`src/rtl/axi_read_rr_arbiter.sv`:
```
// Round-robin arbiter sharing one AXI-style read slave port among MASTER_NUM masters.
// One transaction (AR handshake through R handshake) is owned by a single master at a time;
// priority rotates starting just after the most recently completed master.
module axi_read_rr_arbiter #(
   parameter int unsigned MASTER_NUM = 3,
   parameter int unsigned ADDR_LEN   = 32,
   parameter int unsigned DATA_LEN   = 32
) (
   input  logic                             clk_i,
   input  logic                             rst_ni,
   input  logic [MASTER_NUM-1:0]            m_arvalid_i,
   output logic [MASTER_NUM-1:0]            m_arready_o,
   input  logic [MASTER_NUM*ADDR_LEN-1:0]   m_raddr_i,
   output logic [MASTER_NUM-1:0]            m_rvalid_o,
   input  logic [MASTER_NUM-1:0]            m_rready_i,
   output logic [2:0]                       m_rresp_o,
   output logic [DATA_LEN-1:0]              m_rdata_o,
   output logic                             s_arvalid_o,
   input  logic                             s_arready_i,
   output logic [ADDR_LEN-1:0]              s_raddr_o,
   input  logic                             s_rvalid_i,
   output logic                             s_rready_o,
   input  logic [2:0]                       s_rresp_i,
   input  logic [DATA_LEN-1:0]              s_rdata_i,
   output logic [MASTER_NUM-1:0]            grant_o
);

   localparam int unsigned IdxW = (MASTER_NUM > 1) ? $clog2(MASTER_NUM) : 1;

   localparam logic [1:0] StIdle = 2'd0;
   localparam logic [1:0] StAddr = 2'd1;
   localparam logic [1:0] StData = 2'd2;

   logic [1:0]            state_q, state_d;
   logic [MASTER_NUM-1:0] grant_q, grant_d;
   logic [IdxW-1:0]       last_q, last_d;

   logic [IdxW-1:0]       g_idx;
   logic [IdxW-1:0]       pick_idx;
   logic                  pick_found;
   int unsigned           cand;

   // Binary index of the current owner, decoded from the one-hot grant.
   always_comb begin
      g_idx = '0;
      for (int i = 0; i < int'(MASTER_NUM); i++) begin
         if (grant_q[i]) g_idx = IdxW'(i);
      end
   end

   // Rotating-priority search starting at last+1, wrapping modulo MASTER_NUM.
   always_comb begin
      pick_found = 1'b0;
      pick_idx   = '0;
      cand       = 0;
      for (int unsigned off = 1; off <= MASTER_NUM; off++) begin
         cand = (32'(last_q) + off) % MASTER_NUM;
         if (!pick_found && m_arvalid_i[cand]) begin
            pick_found = 1'b1;
            pick_idx   = IdxW'(cand);
         end
      end
   end

   // Channel steering: only the granted master is connected, and only in its phase.
   always_comb begin
      m_arready_o = '0;
      m_rvalid_o  = '0;
      s_arvalid_o = 1'b0;
      s_rready_o  = 1'b0;
      s_raddr_o   = m_raddr_i[ADDR_LEN-1:0];
      m_rdata_o   = s_rdata_i;
      m_rresp_o   = s_rresp_i;
      if (state_q == StAddr) begin
         s_arvalid_o        = m_arvalid_i[g_idx];
         s_raddr_o          = m_raddr_i[32'(g_idx)*ADDR_LEN +: ADDR_LEN];
         m_arready_o[g_idx] = s_arready_i;
      end else if (state_q == StData) begin
         m_rvalid_o[g_idx] = s_rvalid_i;
         s_rready_o        = m_rready_i[g_idx];
      end
   end

   // Next-state logic for the IDLE -> ADDR -> DATA transaction sequence.
   always_comb begin
      state_d = state_q;
      grant_d = grant_q;
      last_d  = last_q;
      case (state_q)
         StIdle: begin
            grant_d = '0;
            if (pick_found) begin
               grant_d[pick_idx] = 1'b1;
               state_d           = StAddr;
            end
         end
         StAddr: begin
            // A master dropping arvalid here just stalls; no re-arbitration.
            if (s_arvalid_o && s_arready_i) state_d = StData;
         end
         StData: begin
            if (s_rvalid_i && s_rready_o) begin
               last_d  = g_idx;
               grant_d = '0;
               state_d = StIdle;
            end
         end
         default: begin
            state_d = StIdle;
            grant_d = '0;
         end
      endcase
   end

   // State registers; last resets to MASTER_NUM-1 so master 0 wins first.
   always_ff @(posedge clk_i or negedge rst_ni) begin
      if (!rst_ni) begin
         state_q <= StIdle;
         grant_q <= '0;
         last_q  <= IdxW'(MASTER_NUM - 1);
      end else begin
         state_q <= state_d;
         grant_q <= grant_d;
         last_q  <= last_d;
      end
   end

   assign grant_o = grant_q;

endmodule

```
`config.mk`:
```
export PLATFORM = sky130hd
export DESIGN_NAME = axi_read_rr_arbiter
export DESIGN_NICKNAME = d
export VERILOG_FILES = /design/src/rtl/axi_read_rr_arbiter.sv
export SDC_FILE = /design/constraint.sdc
export NUM_CORES = 1
export LEC_CHECK = 0
export BUFFER_PORTS_ARGS = -buffer_cell sky130_fd_sc_hd__buf_2
export CORE_AREA = 3 3 84 86
export DETAILED_ROUTE_END_ITERATION = 16
export DIE_AREA = 0 0 87 89
export PLACE_DENSITY = 0.76
export SETUP_SLACK_MARGIN = 0.1
export SYNTH_ARGS = -nofsm -noshare
export SYNTH_HDL_FRONTEND = slang
export SYNTH_SLANG_ARGS = --single-unit
export TNS_END_PERCENT = 10
```
`constraint.sdc`:
```
create_clock -name clk_i -period 4.8 [get_ports clk_i]
set_input_delay 0.48 -clock clk_i [delete_from_list [all_inputs] [get_ports clk_i]]
set_output_delay 0.48 -clock clk_i [all_outputs]
set_load 0.1 [all_outputs]
```
==> results_dict.tcl, run 1 <==
set metrics [dict create \
    clk_latency_ps 230 \
    fin_crit_ps 3050 \
    ys_warn_count 0 \
    synth_area_leaders "buf_4 (16%), a22oi_1 (13%), nor2b_1 (12%), a31oi_1 (11%), dfrtp_1 (8.2%)" \
    antenna_found_initial 0 \
    synth-seq-cells 7 \
    nFillCells 693 \
    clock_skew_ps 4.47 \
    core_area_sq_um 6350 \
    vias 2368 \
    die_h_um 89 \
    max_stage_delay_ps 970 \
    syn_nets 410 \
    yosysTopAreaCell "buf_4" \
    cts_setup_buffers 0 \
    layout_setup_ws_ps 1750 \
    dieArea_sq_um 7740 \
    cp_top_family "simple AND/OR/NAND/NOR gates" \
    wire_per_inst_um 16.3 \
    dp_cells 432 \
    drt_first_pass_iters 4 \
    finalMaxSlewViolations 0 \
    rows 29 \
    viasPerCell 5.43 \
    synth_area_sq_um 1830 \
    cts.htree.levels 1 \
    clock-root-buffer "clkbuf_8" \
    synth.most_common_cell "buf_4" \
    crit_start "state_q[0]" \
    cp-start-kind "flip-flop" \
    cts_buffers 3 \
    reg2reg_from "grant_o[1]" \
    path_clk_slew_ps 40 \
    drive_gt1_share_pct 46.8 \
    die_width_um 87 \
    ios 219 \
    ctsResizeCount 0 \
    max_cap_viol_count 0 \
    async_reset_ff_share_pct 100 \
    crit_chain "nor2b_2 -> and2_1 -> a22oi_1 -> o21ai_0 -> buf_2" \
    holdBufCountCts 0 \
    synthTopCellsByCount "buf_4 (38), nor2b_1 (36), a22oi_1 (32), a31oi_1 (32), o21ai_0 (29)" \
    areaGrowthSynthToFinish_pct 28.4 \
    ys_types 40 \
    worstSetupEndpointType "primary output" \
    cts_tree "done" \
    grt_max_degree 72 \
    fmax_mhz 328 \
    grt_overflow 0 \
    rsz0062_at_grt "no" \
    grt_pass1_vias 1974 \
    grt_usage_pct 15.5 \
    ys_seq_area_share_pct 9.62 \
    synth_edf_count 0 \
    n_antenna_cell 0 \
    finalSetupViolations 0 \
    cp.buffers_inverters 1 \
    start_util_pct 28.9 \
    clkSinkCount 7 \
    dpl.hpwl_um 5500 \
    synthCells 265 \
    slew_headroom_pct 16.1 \
    worstMarginPinSlew_ps 1260 \
    crit_type "reg2out" \
    ant_nets 0 \
    fin_crit_sh_pct 63.5 \
    finalHoldViolCount 0 \
    drc 0 \
    drt_iter0_drc 125 \
    crit_slowest_cell "and2_1" \
    status "completed" \
    yosys.area.top_type_share_pct 15.6 \
    grt_pass1_wl_um 9600 \
    post-place-ws_ps 1990 \
    avgSynthCellArea_sq_um 6.92 \
    wl_um 7120 \
    cp.required_ps 4320 \
    worstPathArrival_ps 2570 \
    clockBufferDepth 2 \
    min_path_type "in2async" \
    crit_fanout 32 \
    synthFlopType "dfrtp_1" \
    final_cells 436 \
    num-nets-final 505 \
    gp_congestion 0.878 \
    setup_tns_ps 0 \
    io_buffers 148 \
]
==> sequential cells by signal (all words and copies together), names as in the netlist <==
name	flops
grant_o	3
state_q	2
last_q	2
==> path summary, 6_finish.rpt <==
kind,end,slack [ps],cells past startpoint
max reg2reg,grant_o[1],2550,5
max in group asynchronous,last_q[1],4500,1
min in group clk_i,grant_o[0],510,1
min,grant_o[0],70,1
min reg2reg,grant_o[0],510,1
max,s_raddr_o[20],1750,5
==> logic make-up (layout without fill, tap and decap cells) <==
family	Yosys count	in the layout	synth area share (%)
multiplexers	7	7	4.02
AO/OA/AOI/OAI	113	113	40.0
buffers and inverters	66	160	22.1
AND/OR/NAND/NOR	68	68	21.5
adder cells (fa/ha/maj)	4	4	2.73
flip-flops	7	7	9.62
==> stage by stage <==
step / utilization (%) / hold slack (ps) / area (sq um)
3_5_place_dp: 36.4 / 317 / 2310
5_1_grt: 37.1 / 70.8 / 2360
2_1_floorplan: - / 184 / 1830
6_report: 37.1 / 72.5 / 2360
4_1_cts: 37.1 / 69.8 / 2360
3_3_place_gp: 36.4 / 318 / 2310
==> per-layer routing <==
| metal | global-route usage (%) | up-vias | share of wire, % |
|---|---|---|---|
| met5 | 0 | - | 0 |
| met4 | 4.25 | 0 | 1.1 |
| met3 | 3.50 | 8 | 11 |
| met2 | 29.8 | 142 | 51 |
| met1 | 17.0 | 1085 | 36 |
| li1 | - | 1133 | - |
==> layout by cell type, fill, tap and decap left out, drive strengths merged, types with 5 or more instances in the layout <==
cell,n
a22oi,32
dfrtp,6
buf,151
nor2b,37
o21ai,38
a31oi,32
inv,5
nor2,6
nand2,8
==> final cells by class <==
cell class / instances / area (sq um) / area share, %
multi-input combinational: 192 / 1250 / 53.3
tap: 77 / 96.3 / 4.09
inverter: 5 / 18.8 / 0.797
timing repair buffer: 151 / 763 / 32.4
clock buffer: 4 / 45.0 / 1.91
sequential: 7 / 178 / 7.54
Power of run 1 is left out: the tool's default activity adds up to more than one toggle a clock period on the data nets, which glitch-free logic cannot reach.
==> inputs of run 2 (changes only) <==
--- a/config.mk
+++ b/config.mk
@@ -9,7 +9,7 @@
 export CORE_AREA = 3 3 84 86
 export DETAILED_ROUTE_END_ITERATION = 16
 export DIE_AREA = 0 0 87 89
-export PLACE_DENSITY = 0.76
+export PLACE_DENSITY = 0.78
 export SETUP_SLACK_MARGIN = 0.1
 export SYNTH_ARGS = -nofsm -noshare
 export SYNTH_HDL_FRONTEND = slang
==> constraint.sdc (replaced) <==
create_clock -name clk_i -period 2.5 [get_ports clk_i]
set_input_delay 0.25 -clock clk_i [delete_from_list [all_inputs] [get_ports clk_i]]
set_output_delay 0.25 -clock clk_i [all_outputs]
set_load 0.1 [all_outputs]
==> run 2 against run 1 <==
  * Die area stayed put
  * Global-route usage is 2.3 points higher
  * Final cell count is 1.6% higher
  * Largest cell class unchanged
  * Highest routed layer unchanged
==> results_dict.tcl, run 2 (synthesis results as in run 1) <==
set metrics [dict create \
    cts.htree.levels 1 \
    max_cap_viol_count 0 \
    cts_buffers 3 \
    drive_gt1_share_pct 57.4 \
    dieArea_sq_um 7740 \
    holdBufCountCts 1 \
    cts_tree "done" \
    clkSinkCount 7 \
    drt_iter0_drc 130 \
    fin_crit_sh_pct 89.5 \
    ctsResizeCount 0 \
    fmax_mhz 447 \
    rsz0062_at_grt "no" \
    ios 219 \
    worstSetupEndpointType "primary output" \
    status "completed" \
    drt_first_pass_iters 4 \
    start_util_pct 28.9 \
    cts_setup_buffers 0 \
    fin_hold_ws_ps 378 \
    rows 29 \
    die_width_um 87 \
    ant_nets 0 \
    grt_usage_pct 17.8 \
    final_cell_mix "buf_2 (114), nor2b_1 (35), buf_12 (34)" \
    slew_headroom_pct 67.5 \
    io_buffers 148 \
    min_path_type "in2async" \
    finalHoldViolCount 0 \
    antenna_found_initial 0 \
    dpl.hpwl_um 6020 \
    vias 2503 \
    crit_type "reg2out" \
    viasPerCell 5.65 \
    grt_overflow 0 \
    cp-start-kind "flip-flop" \
    finalSetupViolations 0 \
    worstPathArrival_ps 1990 \
    finalMaxSlewViolations 0 \
    largest_reg_flops 3 \
    num-nets-final 512 \
    clockBufferDepth 2 \
    clock-root-buffer "clkbuf_8" \
    drc 0 \
    core_area_sq_um 6350 \
    path_clk_slew_ps 40 \
    fin_crit_ps 2240 \
    gp_congestion 0.979 \
    final_common_cell "buf_2" \
    cp.required_ps 2250 \
    crit_fanout 37 \
    clk_latency_ps 230 \
    clock_skew_ps 1.82 \
    n_antenna_cell 0 \
    worstMarginPinSlew_ps 490 \
    wire_per_inst_um 17.5 \
    setup_tns_ps 0 \
    grt_pass1_vias 2349 \
    grt_max_degree 38 \
    die_h_um 89 \
    areaGrowthSynthToFinish_pct 78.6 \
    grt_pass1_wl_um 11300 \
    wl_um 7740 \
]
==> run 2: changes by cell type in the layout (fill, tap and decap cells not counted), sizes merged <==
cell | previous run | this run
buf | 151 | 157
dlygate4sd3 | 0 | 1
==> run 2: final timing paths <==
path | depth (start not counted) | to | from | slack [ps]
setup / recovery | 5 | s_raddr_o[24] | grant_o[1] | 260
hold / removal | 2 | last_q[0] | rst_ni | 380
setup reg to reg | 7 | grant_o[0] | last_q[0] | 490
hold reg to reg | 1 | grant_o[0] | grant_o[0] | 520
max in group asynchronous | 2 | last_q[1] | rst_ni | 1890
min in group clk_i | 3 | state_q[1] | s_arready_i | 390
==> run 2: worst max-delay path: stages, from the launching register on <==
cell     delay, ps
dfrtp_4        650
buf_4          440
nor2b_1        100
a31oi_1        270
o21ai_4        110
buf_12         180
==> run 2: layer usage <==
metal | part of all wire, % | GRT usage, % | vias to the layer above | routed length [um]
li1 | - | - | 1149 | -
met5 | 0 | 0 | - | 0
met4 | 2.2 | 6.37 | 0 | 167
met3 | 9.1 | 2.76 | 20 | 706
met2 | 53 | 34.0 | 149 | 4090
met1 | 36 | 19.8 | 1185 | 2780
==> run 2: cell type report <==
cell class | count | area (sq um)
clock buffer | 4 | 45.0
fill | 557 | 3070
inverter | 5 | 18.8
multi-input combinational | 192 | 1600
sequential | 7 | 184
tap | 77 | 96.3
timing repair buffer | 158 | 1330
==> run 2: through the flow <==
| stage | worst slack, ps | util (%) | instances | area (sq um) |
|---|---|---|---|---|
| finish | 263 | 51.6 | 443 | 3280 |
| CTS | 251 | 51.6 | 443 | 3280 |
| floorplan | 171 | - | 265 | 2190 |
| detailed placement | 499 | 50.7 | 438 | 3220 |
| global route | 153 | 51.6 | 443 | 3280 |
| global placement | 559 | 50.7 | 438 | 3220 |
Power of run 2 is left out for the same reason.
